File: src/rtl/dds_gen.sv
// dds_gen: direct digital synthesiser. A phase accumulator stepped by a tuning
// word feeds a waveform shaper (quarter-wave sine LUT, square, triangle,
// sawtooth) with a programmable phase offset. Data is registered one stage
// after the accumulator.
//
// Optional macro DDS_WRAP_SYNC_EN: retunes are staged in shadow registers and
// applied at the next accumulator wrap for phase-continuous retuning. Without
// the macro, every accepted retune applies on its transfer edge.
//
// Config handshake: a transfer happens on a rising edge where cfg_valid and
// cfg_ready are both high; while cfg_ready is low the request is ignored and
// the master must keep cfg_valid and the payload stable until it is accepted.
module dds_gen #(
  parameter int ACC_W  = 16,
  parameter int LUT_AW = 8,
  parameter int OUT_W  = 8,
  parameter logic [ACC_W-1:0] FTW_RST = {{(ACC_W-1){1'b0}}, 1'b1}
) (
  input  logic             clk,
  input  logic             rst,
  input  logic             en,
  input  logic             cfg_valid,
  output logic             cfg_ready,
  input  logic [ACC_W-1:0] cfg_ftw,
  input  logic [ACC_W-1:0] cfg_off,
  input  logic [1:0]       cfg_mode,
  output logic [OUT_W-1:0] Data,
  output logic             wrap
);

  localparam int QW    = LUT_AW - 2;          // quarter-table address width
  localparam int N     = 2 ** QW;             // quarter-table depth
  localparam int LW    = OUT_W - 1;           // LUT entry width (amplitude < MID)
  localparam int MID_I = 2 ** (OUT_W - 1);
  // Only the top PH_W phase bits feed any shaper.
  localparam int PH_W  = (OUT_W + 1 > LUT_AW) ? OUT_W + 1 : LUT_AW;
  localparam logic [OUT_W-1:0] MID = {1'b1, {(OUT_W-1){1'b0}}};

  localparam logic [1:0] MODE_SINE = 2'd0;
  localparam logic [1:0] MODE_SQR  = 2'd1;
  localparam logic [1:0] MODE_TRI  = 2'd2;

  // Quarter-wave table LUT[k] = round((MID-1)*sin(pi/2*(k+0.5)/N)), built at
  // elaboration with a Taylor series so no math library is needed.
  function automatic logic [N*LW-1:0] build_lut();
    logic [N*LW-1:0] tbl;
    real x, term, s, amp;
    int  q;
    tbl = '0;
    amp = real'(MID_I - 1);
    for (int k = 0; k < N; k++) begin
      x    = 3.14159265358979323846 / 2.0 * (real'(k) + 0.5) / real'(N);
      term = x;
      s    = x;
      for (int n = 1; n < 10; n++) begin
        term = -term * x * x / real'((2 * n) * (2 * n + 1));
        s    = s + term;
      end
      q = $rtoi(amp * s + 0.5);
      tbl[k*LW +: LW] = LW'(q);
    end
    return tbl;
  endfunction

  localparam logic [N*LW-1:0] LUT = build_lut();

  logic [ACC_W-1:0] acc;
  logic [ACC_W-1:0] ftw_a;
  logic [ACC_W-1:0] off_a;
  logic [1:0]       mode_a;
  logic [ACC_W:0]   sum;
  logic             carry;
  logic [PH_W-1:0]  ph;
  logic [1:0]       quad;
  logic [QW-1:0]    idx;
  logic [QW-1:0]    lidx;
  logic [LW-1:0]    lval;
  logic [OUT_W-1:0] tri_t;
  logic [OUT_W-1:0] shape;

  assign sum   = {1'b0, acc} + {1'b0, ftw_a};
  assign carry = en & sum[ACC_W];
  assign ph    = PH_W'((acc + off_a) >> (ACC_W - PH_W));
  assign quad  = ph[PH_W-1 -: 2];
  assign idx   = ph[PH_W-3 -: QW];
  // Odd quarters read the table mirrored: N-1-i is the bitwise inverse of i.
  assign lidx  = quad[0] ? ~idx : idx;
  assign lval  = LUT[int'(lidx)*LW +: LW];
  assign tri_t = ph[PH_W-2 -: OUT_W];

  // Waveform shaper for the current phase and mode.
  always_comb begin
    shape = ph[PH_W-1 -: OUT_W];
    case (mode_a)
      MODE_SINE: shape = quad[1] ? (MID - {1'b0, lval}) : (MID + {1'b0, lval});
      MODE_SQR:  shape = ph[PH_W-1] ? '0 : '1;
      MODE_TRI:  shape = ph[PH_W-1] ? ~tri_t : tri_t;
      default:   shape = ph[PH_W-1 -: OUT_W];
    endcase
  end

  // Accumulator, wrap pulse and output sample register.
  always_ff @(posedge clk or posedge rst) begin
    if (rst) begin
      acc  <= '0;
      wrap <= 1'b0;
      Data <= '0;
    end else begin
      if (en) acc <= sum[ACC_W-1:0];
      wrap <= carry;
      Data <= shape;
    end
  end

`ifdef DDS_WRAP_SYNC_EN
  typedef enum logic {CFG_IDLE, CFG_PEND} cfg_state_t;

  cfg_state_t       cfg_state;
  cfg_state_t       cfg_next;
  logic             load_shadow;
  logic             load_active;
  logic [ACC_W-1:0] ftw_s;
  logic [ACC_W-1:0] off_s;
  logic [1:0]       mode_s;

  // Retune state register; CFG_PEND is the pending flag.
  always_ff @(posedge clk or posedge rst) begin
    if (rst) cfg_state <= CFG_IDLE;
    else     cfg_state <= cfg_next;
  end

  // Accept into the shadow when idle; apply at a carry, or at once when the
  // accumulator cannot wrap (en low or ftw_a zero) so an update never stalls.
  always_comb begin
    cfg_next    = cfg_state;
    load_shadow = 1'b0;
    load_active = 1'b0;
    cfg_ready   = 1'b0;
    case (cfg_state)
      CFG_IDLE: begin
        cfg_ready = 1'b1;
        if (cfg_valid) begin
          load_shadow = 1'b1;
          cfg_next    = CFG_PEND;
        end
      end
      CFG_PEND: begin
        if (carry || !en || (ftw_a == '0)) begin
          load_active = 1'b1;
          cfg_next    = CFG_IDLE;
        end
      end
      default: cfg_next = CFG_IDLE;
    endcase
  end

  // Shadow registers capture the accepted request.
  always_ff @(posedge clk or posedge rst) begin
    if (rst) begin
      ftw_s  <= '0;
      off_s  <= '0;
      mode_s <= '0;
    end else if (load_shadow) begin
      ftw_s  <= cfg_ftw;
      off_s  <= cfg_off;
      mode_s <= cfg_mode;
    end
  end

  // Active registers take the staged values on the apply edge.
  always_ff @(posedge clk or posedge rst) begin
    if (rst) begin
      ftw_a  <= FTW_RST;
      off_a  <= '0;
      mode_a <= '0;
    end else if (load_active) begin
      ftw_a  <= ftw_s;
      off_a  <= off_s;
      mode_a <= mode_s;
    end
  end
`else
  assign cfg_ready = 1'b1;

  // Active registers load directly on the transfer edge.
  always_ff @(posedge clk or posedge rst) begin
    if (rst) begin
      ftw_a  <= FTW_RST;
      off_a  <= '0;
      mode_a <= '0;
    end else if (cfg_valid) begin
      ftw_a  <= cfg_ftw;
      off_a  <= cfg_off;
      mode_a <= cfg_mode;
    end
  end
`endif

endmodule

File: config.mk
export PLATFORM = sky130hd
export DESIGN_NAME = dds_gen
export DESIGN_NICKNAME = d
export VERILOG_FILES = /design/src/rtl/dds_gen.sv
export SDC_FILE = /design/constraint.sdc
export NUM_CORES = 1
export LEC_CHECK = 0
export BUFFER_PORTS_ARGS = -buffer_cell sky130_fd_sc_hd__buf_2
export CORE_MARGIN = 2
export CORE_UTILIZATION = 40
export CTS_CLUSTER_SIZE = 14
export DETAILED_ROUTE_END_ITERATION = 7
export GPL_ROUTABILITY_DRIVEN = 0
export PLACE_DENSITY_LB_ADDON = 0.12
export RECOVER_POWER = 50
export SYNTH_ARGS = -nofsm -noshare
export SYNTH_HDL_FRONTEND = slang
export SYNTH_SLANG_ARGS = --single-unit
File: constraint.sdc
create_clock -name clk -period 5.95 [get_ports clk]
set_input_delay 0.2975 -clock clk [delete_from_list [all_inputs] [get_ports clk]]
set_output_delay 0.2975 -clock clk [all_outputs]
set_load 0.01 [all_outputs]
==> results.json <==
{
  "status": "complete, but fails checks",
  "violations": "max-capacitance violations, max-slew violations",
  "synth_cell_types": 71,
  "grt_pass1_vias": 4211,
  "synth-seq-area-share_pct": 30.1,
  "relSlewSlack_pct": -110,
  "core_sq_mm": 0.0120,
  "wl_per_cell_um": 16.9,
  "hold_path_depth": 3,
  "layout_commonest_cell": "dfrtp_1",
  "synth_area_sq_mm": 0.00491,
  "synth_edf_count": 0,
  "setup_viol": 0,
  "synth-seq-cells": 59,
  "fin_worst_skew_ns": 0.00899,
  "vias": 4224,
  "cp_max_fo": 8,
  "grtUsageTotal_pct": 19.6,
  "startpoint_type": "register",
  "yosysWarnings": 0,
  "synth_top_area_share_pct": 29.5,
  "drt-initial-drc-count": 248,
  "die_width_um": 115,
  "hold_viol": 0,
  "grt_pass1_wl_um": 20500,
  "tns_ns": 0,
  "wirelength_um": 12200,
  "nNetsFinal": 648,
  "cts_setup_buffers": 0,
  "antenna_found_initial": 0,
  "dieArea_sq_mm": 0.0132,
  "ant_nets": 0,
  "cts_tree": "yes",
  "rrSetupSlack_ns": 0.60,
  "port_buffers": 46,
  "synth_area_leader_cell": "dfrtp_1",
  "cts_buffer_depth": 2,
  "num_io_pins": 48,
  "layout-drive-gt1-share_pct": 21.8,
  "num_rows": 40,
  "clock.fmax_mhz": 187,
  "synth_ff_type": "dfrtp_1",
  "clock-sinks": 59,
  "worstSkewPairLatency_ns": 0.33,
  "dr.pass1.iters": 4,
  "cts-resized-gates": 0,
  "cts-htree-levels": 3,
  "diodes": 0,
  "crit-reg2reg-capture": "Data[6]",
  "rsz0062_at_grt": "no",
  "syn_to_final_growth_pct": 12.3,
  "hold_buffers": 0,
  "vias_per_cell": 5.86,
  "syn-num-nets": 611,
  "endpoint_kind": "register",
  "timing.rr.start": "acc[8]",
  "worstHoldStart": "cfg_ftw[1]",
  "fin_crit_sh_pct": 89.9,
  "hp-class": "input port to register",
  "cts_buffers": 9,
  "fillers": 1199,
  "critPathKind": "register to register",
  "die_h_um": 115,
  "grt_max_degree": 60,
  "overflow": 0,
  "async_flop_share_pct": 100,
  "initial_utilization_pct": 40.9,
  "maxCapViolations": 2,
  "min_to": "ftw_a[1]",
  "syn_area_per_cell_sq_um": 9.22,
  "final_cell_mix": "58 x dfrtp_1, 42 x buf_2, 41 x nor2_1, 41 x mux2_2, 39 x ha_1",
  "drc_errors": 0,
  "postSynthCellCount": 533,
  "hpwlAfterDp_um": 9150,
  "cp.required_ns": 6.15,
  "synth_area_leaders": "dfrtp_1 30%, ha_1 9.9%, mux2_2 9.4%",
  "min_period_ns": 5.35,
  "worst_ep_arrival_time_ns": 5.54,
  "drv_slew": 97,
  "r2r_cells": 18,
  "worstMarginPinSlew_ns": 3.16,
  "cts_root_buf": "clkbuf_16",
  "clkTransAtPathRegs_ns": 0.05
}
[cells in the mapped netlist, drive strengths merged (3+ instances only)]
cell type and n:
mux2 41, clkbuf 15, xor2 8, and3 5, o41ai 3, nand4 7
buf 10, a221oi 5, nor3 17, xnor2 27, a21o 12, inv 20
nand3 17, o21a 5, or3 3, o21ai 31, a211o 4, nor2 41
mux2i 12, mux4 3, and2 5, dfrtp 58, o22ai 3, a211oi 7
nand2 36, o211a 3, o31ai 4, o2111ai 3, ha 39, or2 5
o211ai 12, a21oi 35, a31oi 10, a22oi 3
[cells by family after synthesis]
logic type                 count (synthesis)  synth area share [%]
buffers and inverters                     45                  3.89
DFF                                       59                  30.1
other                                      1                0.0763
muxes                                     56                  13.2
adders and majority gates                 40                  10.3
xor gates and xnor gates                  35                  6.54
AOI/OAI and AO/OA                        154                  21.9
and+or+nand+nor                          143                  14.0
[cell type report]
type                            count  area (sq um)  area share, %
Sequential cell                    59          1480           26.8
Timing Repair Buffer               51           259           4.69
Tap cell                          147           184           3.33
Clock buffer                       13           240           4.35
Clock inverter                      2          37.5          0.680
Multi-Input combinational cell    429          3250           58.8
Inverter                           20          75.1           1.36
[routing by layer]
metal  global-route usage, %  vias up  wire length [um]
li1                        -     2062                 -
met1                    25.1     2042              5410
met2                    33.1       98              5870
met3                    3.95       22               668
met4                    6.91        0               204
met5                       0        -                 0
[critical path: stages (launching register included)]
cell and delay (ns):
dfrtp_1 0.41, ha_1 0.45, nand4_1 0.22, a211o_1 0.32
a31oi_2 0.29, or3_1 0.27, nand2_1 0.15, xnor2_1 0.49
inv_1 0.17, ha_1 0.27, or2_2 0.30, a31oi_1 0.17
o22ai_1 0.11, o221ai_1 0.36, ha_1 0.26, inv_1 0.06
o41ai_2 0.36, xnor2_1 0.10, mux4_2 0.45
[worst max path at each step]
stage,start,end,cells past startpoint
after floorplan,acc[8],Data[6],20
after global placement,acc[8],Data[6],18
after detailed placement,acc[8],Data[6],18
after CTS,acc[8],Data[6],18
after global routing,acc[8],Data[6],18
final,acc[8],Data[6],18
[flip-flops by register name (all words and copies together), names as in the netlist]
signal	flops
off_a	16
wrap	1
mode_a	2
acc	16
Data	8
ftw_a	16
[metrics by stage]
| step | worst slack (ns) | util [%] | area (sq um) | hold WS (ns) | cells |
|---|---|---|---|---|---|
| floorplan | 0.977 | - | 4910 | 0.418 | 533 |
| global placement | 0.867 | 43.7 | 5250 | 0.493 | 706 |
| detailed placement | 0.682 | 43.7 | 5250 | 0.501 | 706 |
| CTS | 0.643 | 46.0 | 5530 | 0.168 | 721 |
| global route | 0.223 | 45.9 | 5520 | 0.182 | 721 |
| finish | 0.603 | 45.9 | 5520 | 0.174 | 721 |
Power is left out: the tool's default activity adds up to more than one toggle a clock period on the data nets, which glitch-free logic cannot reach.
